<file path="src/rtl/round_ctrl.sv">
// round_ctrl: sequences one quiz game of ROUNDS rounds around an external
// countdown timer. Button presses are synchronised and edge-detected. The
// timer is reset for one cycle and then run in each round. A correct answer
// adds the remaining seconds to a saturating score.
//
// Parameters:
//   ROUNDS     rounds per game (1..15)
//   SCORE_MAX  score saturation ceiling (fits 12 bits)
// Ports:
//   clk         system clock, rising edge
//   rst         asynchronous active-low reset
//   start_btn   async start button (active-high)
//   answer_btn  async answer button (active-high)
//   answer_ok   answer-correct flag, sampled when an answer is detected
//   t_in        seconds remaining from the timer
//   t_done      timer expired flag
//   tmr_rst_n   active-low timer reset (high only in RUN and SCORE)
//   tmr_en      timer enable (high only in RUN)
//   score       accumulated score
//   round       completed rounds, 0..ROUNDS
//   busy        high while a game is in progress (ARM/RUN/SCORE/NEXT)
//   game_over   high in OVER
// Build option:
//   ROUND_CTRL_BONUS_EN  a correct answer with t_in >= 20 scores t_in+10
module round_ctrl #(
  parameter int unsigned ROUNDS    = 5,
  parameter int unsigned SCORE_MAX = 4095
) (
  input  logic        clk,
  input  logic        rst,
  input  logic        start_btn,
  input  logic        answer_btn,
  input  logic        answer_ok,
  input  logic [7:0]  t_in,
  input  logic        t_done,
  output logic        tmr_rst_n,
  output logic        tmr_en,
  output logic [11:0] score,
  output logic [3:0]  round,
  output logic        busy,
  output logic        game_over
);

  typedef enum logic [2:0] {
    IDLE  = 3'd0,
    ARM   = 3'd1,
    RUN   = 3'd2,
    SCORE = 3'd3,
    NEXT  = 3'd4,
    OVER  = 3'd5
  } state_t;

  localparam logic [12:0] SCORE_CAP  = 13'(SCORE_MAX);
  localparam logic [3:0]  ROUND_LAST = 4'(ROUNDS);

  state_t      state;
  logic [2:0]  start_sync;
  logic [2:0]  answer_sync;
  logic        start_edge;
  logic        answer_edge;
  logic [7:0]  lat_t;
  logic        lat_ok;
  logic [8:0]  add_val;
  logic [12:0] sum;
  logic [11:0] score_sat;
  logic [3:0]  round_inc;

  // Two synchroniser flops, one history flop, and a registered edge pulse.
  // The pulse is therefore seen three cycles after the button rises.
  always_ff @(posedge clk or negedge rst) begin
    if (!rst) begin
      start_sync  <= '0;
      answer_sync <= '0;
      start_edge  <= 1'b0;
      answer_edge <= 1'b0;
    end else begin
      start_sync  <= {start_sync[1:0], start_btn};
      answer_sync <= {answer_sync[1:0], answer_btn};
      start_edge  <= start_sync[1] & ~start_sync[2];
      answer_edge <= answer_sync[1] & ~answer_sync[2];
    end
  end

  always_comb begin
    add_val = {1'b0, lat_t};
`ifdef ROUND_CTRL_BONUS_EN
    if (lat_t >= 8'd20) begin
      add_val = {1'b0, lat_t} + 9'd10;
    end
`endif
    sum       = {1'b0, score} + {4'b0, add_val};
    score_sat = (sum > SCORE_CAP) ? SCORE_CAP[11:0] : sum[11:0];
    round_inc = round + 4'd1;
  end

  // Output bits {tmr_rst_n, tmr_en, busy, game_over} for the state being
  // entered. They are registered together with the state, so they change
  // on the same edge as the state.
  function automatic logic [3:0] outs(input state_t s);
    case (s)
      ARM:     outs = 4'b0010;
      RUN:     outs = 4'b1110;
      SCORE:   outs = 4'b1010;
      NEXT:    outs = 4'b0010;
      OVER:    outs = 4'b0001;
      default: outs = 4'b0000;
    endcase
  endfunction

  always_ff @(posedge clk or negedge rst) begin
    if (!rst) begin
      state     <= IDLE;
      score     <= '0;
      round     <= '0;
      lat_t     <= '0;
      lat_ok    <= 1'b0;
      tmr_rst_n <= 1'b0;
      tmr_en    <= 1'b0;
      busy      <= 1'b0;
      game_over <= 1'b0;
    end else begin
      case (state)
        IDLE, OVER: begin
          if (start_edge) begin
            score <= '0;
            round <= '0;
            state <= ARM;
            {tmr_rst_n, tmr_en, busy, game_over} <= outs(ARM);
          end
        end
        ARM: begin
          state <= RUN;
          {tmr_rst_n, tmr_en, busy, game_over} <= outs(RUN);
        end
        RUN: begin
          // An expiry beats an answer that arrives in the same cycle.
          if (t_done) begin
            state <= NEXT;
            {tmr_rst_n, tmr_en, busy, game_over} <= outs(NEXT);
          end else if (answer_edge) begin
            lat_t  <= t_in;
            lat_ok <= answer_ok;
            state  <= SCORE;
            {tmr_rst_n, tmr_en, busy, game_over} <= outs(SCORE);
          end
        end
        SCORE: begin
          if (lat_ok) begin
            score <= score_sat;
          end
          state <= NEXT;
          {tmr_rst_n, tmr_en, busy, game_over} <= outs(NEXT);
        end
        NEXT: begin
          round <= round_inc;
          if (round_inc == ROUND_LAST) begin
            state <= OVER;
            {tmr_rst_n, tmr_en, busy, game_over} <= outs(OVER);
          end else begin
            state <= ARM;
            {tmr_rst_n, tmr_en, busy, game_over} <= outs(ARM);
          end
        end
        default: begin
          state <= IDLE;
          {tmr_rst_n, tmr_en, busy, game_over} <= outs(IDLE);
        end
      endcase
    end
  end

endmodule

</file>
<file path="config.mk">
export PLATFORM = sky130hd
export DESIGN_NAME = round_ctrl
export DESIGN_NICKNAME = d
export VERILOG_FILES = /design/src/rtl/round_ctrl.sv
export SDC_FILE = /design/constraint.sdc
export NUM_CORES = 1
export LEC_CHECK = 0
export BUFFER_PORTS_ARGS = -buffer_cell sky130_fd_sc_hd__buf_2
export CAP_MARGIN = 20
export CORE_UTILIZATION = 25
export CTS_BUF_LIST = sky130_fd_sc_hd__clkbuf_8
export DETAILED_ROUTE_END_ITERATION = 6
export HOLD_SLACK_MARGIN = 0.02
export PLACE_DENSITY_LB_ADDON = 0.1
export SETUP_SLACK_MARGIN = 0.2
export SLEW_MARGIN = 20
export SYNTH_ARGS = -nofsm -noshare
export SYNTH_HDL_FRONTEND = slang
export SYNTH_SLANG_ARGS = --single-unit
</file>
<file path="constraint.sdc">
create_clock -name clk -period 2.54 [get_ports clk]
set_input_delay 0.508 -clock clk [delete_from_list [all_inputs] [get_ports clk]]
set_output_delay 0.508 -clock clk [all_outputs]
set_load 0.03 [all_outputs]
</file>
# == After elaboration in Yosys (flattened, before gate mapping) ==
# Index checks and enable logic that the tools add are counted.
# totals
register_bits,40
input_bits,14
out_inout_bits,20
wordCells,63
# op_classes
n_addsub,2
order_cmp,1
eq_ne,9
n_mux,24
bitwise,5
reduce_logical,9
# ops
cell,n
2-to-1 mux 12 bit,3
case mux 12 bit (2 select lines),1
case mux 3 bit (5 select lines),1
adder 12 x 8 -> 13 bit,1
greater-than comparator 13 x 12 -> 1 bit (second input constant),1
2-to-1 mux 3 bit,4
2-to-1 mux 1 bit,9
case mux 1 bit (3 select lines),3
case mux 4 bit (2 select lines),1
equality test 3 x 2 -> 1 bit (second input constant),2
equality test 3 bit (second input constant),2
AND reduction 3 bit,2
adder 4 x 1 -> 4 bit (second input constant),1
equality test 4 x 3 -> 1 bit (second input constant),1
2-to-1 mux 4 bit,1
!= test 2 bit (second input constant),2
case mux 1 bit (4 select lines),1
AND reduction 2 bit,2
nonzero test 2 bit,2
OR reduction 2 bit,2
equality test 3 x 1 -> 1 bit (second input constant),1
logical NOT 3 bit,1
!= test 3 bit (second input constant),1
NOT 1 bit,3
AND 1 bit,2

# == Depth between registers and ports, before layout ==
# Gate-level depths: netlist of run 1.
# depth
word_depth,5
depth_mapped,9
depth_no_buf,9

# == Worst setup path before layout of run 1 ==
# No wires, ideal clock.
# synth_timing
path_kind,reg-to-reg
startpoint,register score[0]
endpoint,register score[10]
setup_time_ns,0.120
arrival_ns,2.271
t_required_ns,2.420
setup_slack_ns,0.149
path_stages_with_launch,10
n_path_buf,0
period_less_slack_ns,2.391
cell_sequence,dfrtp_1 -> ha_1 -> inv_1 -> fa_1 -> nand2b_1 -> a21oi_4 -> o21ai_2 -> or4_1 -> a21oi_1 -> nor2_1
# synth_via
elab_chain_len,5
# synth_rtl
item,line_no,source
start: declaration,38,"output logic [11:0] score,"
start signal: assignment,149,score <= score_sat;
adder 12 x 8 -> 13 bit *,91,"sum = {1'b0, score} + {4'b0, add_val};"
greater-than comparator 13 x 12 -> 1 bit,92,score_sat = (sum > SCORE_CAP) ? SCORE_CAP[11:0] : sum[11:0];
2-to-1 mux 12 bit *,92,
2-to-1 mux 12 bit *,148,if (lat_ok) begin
case mux 12 bit (2 select lines) *,122,case (state)
# Mark *: on every way between the ends. The rest lies on a longest branch, timed or not. The select of a mux whose other input is x is not followed.
# A chain may end at the register's enable or synchronous reset.

# == Worst setup path after layout of run 1 ==
# Ends and elaborated chain as after synthesis.

==> results of run 1 <==
## layer usage
layer | global-route usage, % | routed length [um]
met5 | 0 | 0
met4 | 5.078 | 70
met1 | 15.72 | 2169
met2 | 18.83 | 2170
met3 | 3.038 | 192
## area by class of cell
cell class              instances  area [um^2]
clock buffers                   5        68.82
clock inverters                 3        63.81
fillers                       829         5303
inverters                       9        33.78
multi-input cells             139        998.5
flip-flops and latches         40         1002
well taps                     102        127.6
repair buffers                 39        210.2
## through the flow
stage / instances / worst slack (ns) / cell area [um^2]
4_1_cts: 337 / 0.2089 / 2489
6_report: 337 / 0.3061 / 2505
2_1_floorplan: 193 / 0.2424 / 2042
3_5_place_dp: 328 / 0.2280 / 2349
5_1_grt: 337 / 0.2029 / 2505
3_3_place_gp: 328 / 0.2496 / 2349
## final timing paths
check                                    startpoint                  endpoint  cells past startpoint
hold / removal                                  rst      round[0]$_DFFE_PN0P_                      1
hold reg to reg            answer_sync[0]$_DFF_PN0_  answer_sync[1]$_DFF_PN0_                      0
max in group asynchronous                       rst  answer_sync[1]$_DFF_PN0_                      2
min in group clk                         answer_btn  answer_sync[0]$_DFF_PN0_                      1
setup reg to reg               score[0]$_DFFE_PN0P_     score[10]$_DFFE_PN0P_                      9
setup / recovery               score[0]$_DFFE_PN0P_     score[10]$_DFFE_PN0P_                      9
## cell usage after synthesis, types with 2 or more instances
cell,instances
a21o_1,3
and3_1,2
ha_1,10
a211oi_1,3
inv_1,8
nand2b_1,6
nor2b_1,5
nor3_1,3
dfrtp_1,40
xnor2_1,2
buf_2,4
nand2_1,19
xor2_1,4
nand3_1,5
a22oi_1,3
nor2_1,10
mux2_2,10
o21ai_0,9
o21ai_1,3
o211ai_1,7
or3_1,2
a31oi_1,2
or4_1,2
a21oi_1,12
## state kept, by name, indices dropped and copies added, names as in the netlist
name / flops
score: 12
lat_ok: 1
answer_edge: 1
game_over: 1
tmr_rst_n: 1
start_edge: 1
answer_sync: 3
lat_t: 8
busy: 1
start_sync: 3
state: 3
tmr_en: 1
round: 4
## power breakdown
group,internal (W),switching [W],leakage (nW)
sequential,0.000833,0.000200,0.517
combinational,0.000493,0.000723,0.657
clock,0.000389,0.000223,0.0695
total,0.00171,0.00115,1.24
## cell families after synthesis
| group | count (synthesis) | synth area share (%) |
|---|---|---|
| compound gates | 52 | 17.54 |
| xor+xnor | 6 | 2.575 |
| fa+ha+maj | 11 | 7.112 |
| buf+inv | 14 | 2.820 |
| flops | 40 | 49.05 |
| mux | 11 | 6.009 |
| simple gates | 59 | 14.90 |
## repair_timing
item,CTS,global route
pin swaps,1,0
gates resized for setup,0,3
setup buffers,1,0
endpoints found under the setup margin,1,1
hold buffers,0,0
==> summary.txt, run 1 <==
Outcome
  • Status: finished clean

Yosys
  • Syn Inst Count: 193
  • Fraction of registers with async set/reset: 100.0%
  • Synthesized cell area: 2041 um^2
  • Yosys top cell area share: 49.05%
  • Synth Flop Type: dfrtp_1
  • Mean post-synth cell area: 10.57 um^2
  • Synth Register Bits: 40
  • Synth unique cells: 43
  • Top cell type by total area after synthesis: dfrtp_1
  • Post-synthesis sequential area ratio: 49.05%
  • Post-synth EDFFs: 0
  • Synth area leaders: dfrtp_1 49%, ha_1 6.1%, mux2_2 5.5%
  • Syn Nets: 218
  • Synth warn: 0

Clock tree
  • # H-tree levels: 2
  • CTS sink count: 40
  • Clk root buf: clkbuf_8
  • CTS buffer count: 5
  • CTS tree: built
  • Clock Latency Late Sink: 0.29 ns
  • Clock slew at the register clock pins of the worst setup and hold paths: 0.08 ns
  • Clock tree buffer depth: 2

Routing
  • Drt first pass iters: 4
  • Routed vias: 1544
  • Via-per-instance ratio: 4.582
  • DRC viols: 0
  • Remaining antenna violation count: 0
  • 1st-iter DRT viols: 36
  • Drt wl/cell: 13.66 um
  • Final WL: 4604 um

Worst setup path
  • Max FO, Critical Path: 3
  • CP Launch Type: register
  • Cell family with most CP delay: simple AND/OR/NAND/NOR gates
  • CP Data Arrival Time: 2.41 ns
  • Reg2reg setup slack: 0.31 ns
  • Slowest cell on the critical path: or4_1
  • CP max stage delay: 0.46 ns
  • Setup CP Type: reg -> reg
  • CP Buf/Inv Count: 1
  • CP Cell Sequence: ha_2 -> inv_1 -> fa_1 -> nand2b_4 -> a21oi_4 -> o21ai_2 -> or4_1 -> a21oi_1 -> nor2_1
  • Worst endpoint required time: 2.72 ns
  • Crit. End Element: register

Placed design
  • PortBufs: 33
  • RePlAce Congestion: 0.7340
  • Hpwl dp: 3450 um

Floorplan
  • Die area: 8529 um^2
  • Die Width: 92.35 um
  • Row cnt: 32
  • Die Height: 92.35 um
  • Area of the core: 7807 um^2
  • Top-level I/O count: 34
  • Initial core utilization: 26.14%

Power and ir drop
  • Worst VDD drop: 0.3953 mV
  • Pwr Total: 0.002861 W
  • Power Density: 1142 nW/um^2
  • Lkg Pwr: 1.243 nW

Job
  • Max-Cap Viols: 0

Cells and area
  • Most frequent cells in the layout: 39 x dfrtp_1, 33 x buf_2, 19 x nand2_1
  • Final core occ: 32.08%
  • Most common cell after layout, fill and taps aside: dfrtp_1
  • Net count reported at finish: 259
  • Synth-to-layout area growth: 22.75%
  • ANT cells: 0
  • Share of layout cells above drive strength 1: 28.09%

Timing
  • Clock Skew: 0.007186 ns
  • Setup TNS: 0 ns
  • Fin Hold WS: 0.1237 ns
  • Fin crit period: 2.234 ns
  • Fin. Hold Viols: 0
  • Final period utilization: 87.95%
  • RSZ-0062 raised after global routing: false
  • Final setup fails: 0
  • Fmax: 447.7 MHz
  • Slew @ Worst Pin: 0.6160 ns
  • Relative slew slack: 58.80%
  • Final slew viol count: 0

Global routing
  • Total grt overflow: 0
  • Largest net degree at the start of global routing: 17
  • Initial antenna violation count: 0
  • Tot GR Track Use: 12.03%
  • Vias in the first global route: 1611
  • First-pass GRT wire length: 7935 um

Min path
  • HP Class: in -> async
(Power assumes the default switching activity.)
==> run 2, diff against run 1 <==
CORE_UTILIZATION = 30   (was 25)
==> summary.txt, run 2 (synthesized netlist as in run 1, its figures left out) <==
Placed design
  • PortBufs: 33 (unchanged)
  • RePlAce Congestion: 0.7654 (+4.3%)
  • Hpwl dp: 3217 um (-6.7%)
  • Dpl ws: 0.2234 ns (-0.004554 ns)
  • Post-DP Area: 2317 um^2 (-1.3%)

Cells and area
  • Post-route cell area: 2451 um^2 (-2.1%)
  • Most common cell after layout, fill and taps aside: dfrtp_1
  • FF/Latch Area: 1002 um^2 (unchanged)
  • ANT cells: 0 (unchanged)
  • Share of layout cells above drive strength 1: 28.09% (unchanged)
  • Largest register by flop count: score
  • Biggest registers after layout: score: 12 flops, lat_t: 8 flops, round: 4 flops
  • Multi-input logic area: 992.2 um^2 (-0.63%)
  • Max FFs per register: 12 (unchanged)
  • Net count reported at finish: 259 (unchanged)
  • Filler cells: 686 (-17%)
  • Most frequent cells in the layout: 39 x dfrtp_1, 33 x buf_2, 19 x nand2_1
  • Synth-to-layout area growth: 20.11%

Timing
  • Fin Hold WS: 0.1901 ns (+0.06643 ns)
  • Relative slew slack: 62.86% (+4.1 points)
  • Final slew viol count: 0 (unchanged)
  • Final setup fails: 0 (unchanged)
  • Slew @ Worst Pin: 0.5571 ns (-0.05888 ns)
  • Final period utilization: 87.47% (-0.47 points)
  • Clock Skew: 0.009750 ns (+0.002564 ns)
  • Fmax: 450.1 MHz (+0.54%)
  • RSZ-0062 raised after global routing: false
  • Setup TNS: 0 ns (unchanged)
  • Crit path setup slack, layout: 0.3182 ns (+0.01204 ns)
  • Fin crit period: 2.222 ns (-0.01204 ns)
  • Fin. Hold Viols: 0 (unchanged)

Global routing
  • Met1 usage: 19.03% (+3.3 points)
  • Met2 Resource Use GR: 21.01% (+2.2 points)
  • Grt peak-use layer: met2
  • Tot GR Track Use: 13.66% (+1.6 points)
  • Largest net degree at the start of global routing: 26 (+9)
  • First-pass GRT wire length: 7624 um (-3.9%)
  • Initial antenna violation count: 0 (unchanged)
  • Met3 GRT Util: 3.147% (+0.11 points)
  • Total grt overflow: 0 (unchanged)
  • Vias in the first global route: 1559 (-3.2%)

Power and ir drop
  • Worst VDD drop: 0.4426 mV (+12%)
  • Pwr Total: 0.002772 W (-3.1%)
  • Power Density: 1131 nW/um^2 (-0.99%)
  • Lkg Pwr: 1.230 nW (-1.1%)

Routing
  • Remaining antenna violation count: 0 (unchanged)
  • Drt wl/cell: 14.08 um (+3.1%)
  • Final WL: 4393 um (-4.6%)
  • 1st-iter DRT viols: 40 (+11%)
  • DRC viols: 2 (+2)
  • Drt first pass iters: 6 (+2)
  • Routed vias: 1543 (-0.065%)
  • Via-per-instance ratio: 4.946 (+7.9%)

Clock tree
  • # H-tree levels: 2 (unchanged)
  • CTS sink count: 40 (unchanged)
  • CTS buffer count: 5 (unchanged)
  • Clock slew at the register clock pins of the worst setup and hold paths: 0.09 ns (about the same)
  • Clock Latency Late Sink: 0.30 ns (about the same)
  • CTS tree: built
  • Clk root buf: clkbuf_8
  • Clock tree buffer depth: 2 (unchanged)

Floorplan
  • Row cnt: 29 (-9.4%)
  • Die Width: 84.48 um (-8.5%)
  • Die Height: 84.48 um (-8.5%)
  • Area of the core: 6459 um^2 (-17%)
  • Die area: 7136 um^2 (-16%)
  • Initial core utilization: 31.60% (+5.5 points)
  • Top-level I/O count: 34 (unchanged)

Worst setup path
  • Worst endpoint required time: 2.72 ns (about the same)
  • Slowest cell on the critical path: or4_1
  • Crit. End Element: register
  • Max FO, Critical Path: 3 (unchanged)
  • CP Cell Sequence: ha_2 -> inv_1 -> fa_1 -> nand2b_4 -> a21oi_4 -> o21ai_2 -> or4_1 -> a21oi_1 -> nor2_1
  • Setup CP Type: reg -> reg
  • CP Data Arrival Time: 2.40 ns (about the same)
  • CP max stage delay: 0.46 ns (about the same)
  • CP Launch Type: register

Min path
  • HP Class: in -> async

Outcome
  • Status: complete, but fails checks
  • Failing checks: design-rule violations

Job
  • Max-Cap Viols: 0 (unchanged)
-- run 2: cell types whose count changed in the layout (fill, tap and decap cells not counted) --
| cell | previous run | this run |
|---|---|---|
| clkinv_4 | 0 | 2 |
| a31oi_1 | 1 | 2 |
| a31oi_2 | 1 | 0 |
| bufinv_16 | 2 | 1 |
| inv_1 | 9 | 8 |
-- run 2: repair_timing --
item                       in CTS  in global routing
setup buffers                   0                  1
hold buffers                    0                  0
resized for setup               0                  3
setup endpoints to repair       0                  1
-- run 2: per-layer routing --
layer	wire length, um	vias to the layer above
met1	2282	733
met4	60	0
met5	0	-
met3	172	8
li1	-	778
met2	1877	24
-- run 2: area by class of cell --
type,count,area share (%)
sequential,40,40.89
multi-input combinational,139,40.48
timing repair buffer,39,8.576
tap,77,3.931
clock buffer,5,2.808
clock inverter,3,1.940
inverter,9,1.378
-- run 2: final timing paths --
check	endpoint	slack, ns	cells after the start	startpoint
worst max-delay path	score[10]$_DFFE_PN0P_	0.32	9	score[0]$_DFFE_PN0P_
worst min-delay path	state[1]$_DFFE_PN0P_	0.19	1	rst
worst max register to register	score[10]$_DFFE_PN0P_	0.32	9	score[0]$_DFFE_PN0P_
worst min register to register	answer_sync[1]$_DFF_PN0_	0.36	0	answer_sync[0]$_DFF_PN0_
max in group asynchronous	score[8]$_DFFE_PN0P_	1.72	2	rst
min in group clk	start_sync[0]$_DFF_PN0_	0.31	1	start_btn
-- run 2: power breakdown --
group          total, W  leakage (nW)  internal, W  switching, W
sequential      0.00105         0.517     0.000832      0.000215
clock          0.000541        0.0583     0.000296      0.000244
combinational   0.00118         0.655     0.000488      0.000696
total           0.00277          1.23      0.00162       0.00116
-- run 2: through the flow --
| step | instances | util [%] |
|---|---|---|
| after CTS | 311 | 37.68 |
| after floorplan | 193 | - |
| after global placement | 303 | 35.88 |
| after global routing | 312 | 37.95 |
| final | 312 | 37.95 |
| after detailed placement | 303 | 35.88 |
-- run 2: worst max-delay path, delay by kind of cell, from the launching register on --
kind	cells	cell delay (ns)
AO/OA/AOI/OAI	3	0.41
AND/OR/NAND/NOR	3	0.70
buffers and inverters	1	0.06
adder cells (fa/ha/maj)	2	0.58
flip-flops	1	0.38
==> run 3, diff against run 2 <==
RECOVER_POWER = 25   (was not set)
clock period = 2.59 ns   (was 2.54 ns; I/O delays follow)
==> summary.txt, run 3 (synthesized netlist as in run 1, its figures left out) <==
Outcome
  • Status: complete, but fails checks
  • Failing checks: design-rule violations

Clock tree
  • CTS sink count: 40 (unchanged)
  • # H-tree levels: 2 (unchanged)
  • Clock tree buffer depth: 2 (unchanged)
  • CTS tree: built
  • Clk root buf: clkbuf_8
  • Clock slew at the register clock pins of the worst setup and hold paths: 0.08 ns (about the same)
  • Post-CTS Setup Bufs: 0 (unchanged)
  • Clock Latency Late Sink: 0.29 ns (about the same)
  • CTS buffer count: 5 (unchanged)

Global routing
  • Largest net degree at the start of global routing: 41 (+58%)
  • Tot GR Track Use: 13.21% (-0.46 points)
  • Vias in the first global route: 1499 (-3.8%)
  • First-pass GRT wire length: 7389 um (-3.1%)
  • Total grt overflow: 0 (unchanged)
  • Initial antenna violation count: 0 (unchanged)

Placed design
  • Hpwl dp: 3076 um (-4.4%)
  • Dpl ws: 0.2843 ns (+0.06084 ns)
  • PortBufs: 33 (unchanged)
  • RePlAce Congestion: 0.7486 (-2.2%)

Worst setup path
  • CP max stage delay: 0.48 ns (+0.02 ns)
  • CP Data Arrival Time: 2.45 ns (+0.05 ns)
  • Crit. End Element: register
  • Setup CP Type: reg -> reg
  • Worst endpoint required time: 2.77 ns (+0.05 ns)
  • CP Launch Type: register
  • Slowest cell on the critical path: or4_4
  • Reg2reg setup slack: 0.33 ns (about the same)
  • CP Cell Sequence: ha_2 -> inv_1 -> fa_1 -> nand2b_4 -> a21oi_4 -> o21ai_2 -> or4_4 -> a21oi_2 -> nor2_1
  • Max FO, Critical Path: 4 (+1)
  • FF-to-FF path depth: 9 (unchanged)

Floorplan
  • Die Height: 84.48 um (unchanged)
  • Row cnt: 29 (unchanged)
  • Die Width: 84.48 um (unchanged)
  • Area of the core: 6459 um^2 (unchanged)
  • Top-level I/O count: 34 (unchanged)
  • Die area: 7136 um^2 (unchanged)
  • Initial core utilization: 31.60% (unchanged)

Cells and area
  • Most frequent cells in the layout: 39 x dfrtp_1, 32 x buf_2, 19 x nand2_1
  • Biggest registers after layout: score: 12 flops, lat_t: 8 flops, round: 4 flops
  • Final core occ: 37.47% (-0.48 points)
  • Multi-input logic area: 999.7 um^2 (+0.76%)
  • Share of layout cells above drive strength 1: 28.33% (+0.24 points)
  • FF/Latch Area: 1002 um^2 (unchanged)
  • Largest register by flop count: score
  • Most common cell after layout, fill and taps aside: dfrtp_1
  • Filler cells: 678 (-1.2%)
  • Max FFs per register: 12 (unchanged)
  • ANT cells: 0 (unchanged)
  • Net count reported at finish: 257 (-0.77%)
  • Synth-to-layout area growth: 18.58%

Timing
  • Setup TNS: 0 ns (unchanged)
  • Fin. Hold Viols: 0 (unchanged)
  • Final setup fails: 0 (unchanged)
  • Final slew viol count: 0 (unchanged)
  • Clock Skew: 0.004987 ns (-0.004763 ns)
  • Relative slew slack: 33.50% (-29 points)
  • Crit path setup slack, layout: 0.3278 ns (+0.009631 ns)
  • Final period utilization: 87.34% (-0.13 points)
  • RSZ-0062 raised after global routing: false
  • Fin crit period: 2.262 ns (+0.04037 ns)
  • Fmax: 442.1 MHz (-1.8%)
  • Slew @ Worst Pin: 0.9975 ns (+0.4404 ns)

Routing
  • Via-per-instance ratio: 5.058 (+2.3%)
  • 1st-iter DRT viols: 53 (+33%)
  • Drt first pass iters: 6 (unchanged)
  • DRC viols: 2 (unchanged)
  • Drt wl/cell: 13.57 um (-3.6%)
  • Routed vias: 1568 (+1.6%)
  • Remaining antenna violation count: 0 (unchanged)
  • Final WL: 4206 um (-4.3%)

Power and ir drop
  • Lkg Pwr: 1.214 nW (-1.3%)
  • Power Density: 1087 nW/um^2 (-3.9%)
  • Pwr Total: 0.002630 W (-5.1%)
  • Worst VDD drop: 0.3295 mV (-26%)

Min path
  • HP Class: in -> reg
  • Worst hold path stage count: 1

Job
  • Max-Cap Viols: 0 (unchanged)
-- run 3: power by group --
part	switching (W)	internal, W
Clock	0.000220	0.000213
Sequential	0.000207	0.000816
Combinational	0.000694	0.000480
-- run 3: path summary, 6_finish.rpt --
check | from | end
setup / recovery | score[0]$_DFFE_PN0P_ | score[10]$_DFFE_PN0P_
hold / removal | answer_btn | answer_sync[0]$_DFF_PN0_
setup reg to reg | score[0]$_DFFE_PN0P_ | score[10]$_DFFE_PN0P_
hold reg to reg | start_sync[0]$_DFF_PN0_ | start_sync[1]$_DFF_PN0_
max in group asynchronous | rst | score[0]$_DFFE_PN0P_
min in group asynchronous | rst | round[0]$_DFFE_PN0P_
-- run 3: critical path, delay by kind of cell, from the launching register on --
family,cells,cell delay (ns)
compound gates,3,0.44
fa+ha+maj,2,0.57
buf+inv,1,0.05
flops,1,0.38
simple gates,3,0.71
-- run 3: final cells by class --
type	count	area share [%]
clock buffers	6	3.413
clock inverters	2	0.4137
inverters	9	1.396
multi-input cells	139	41.31
flip-flops and latches	40	41.42
well taps	77	3.981
repair buffers	37	8.066
-- run 3: repair_timing --
item                                    4_1_cts  5_1_grt
gates resized for setup                       0        5
hold buffers                                  0        0
endpoints found under the setup margin        0        1
-- run 3: through the flow --
stage               hold slack [ns]  std cells  cell area, um^2
global placement             0.3341        302             2310
finish                       0.3261        310             2420
detailed placement           0.3403        302             2310
floorplan                    0.2224        193             2042
global route                 0.3068        310             2420
CTS                          0.3182        310             2402
-- run 3: metal layers --
layer / global-route usage (%) / wire (um) / part of all wire [%]
met2: 19.97 / 1909 / 45
met3: 3.736 / 179 / 4.3
met4: 4.160 / 46 / 1.1
met5: 0 / 0 / 0
met1: 18.37 / 2072 / 49
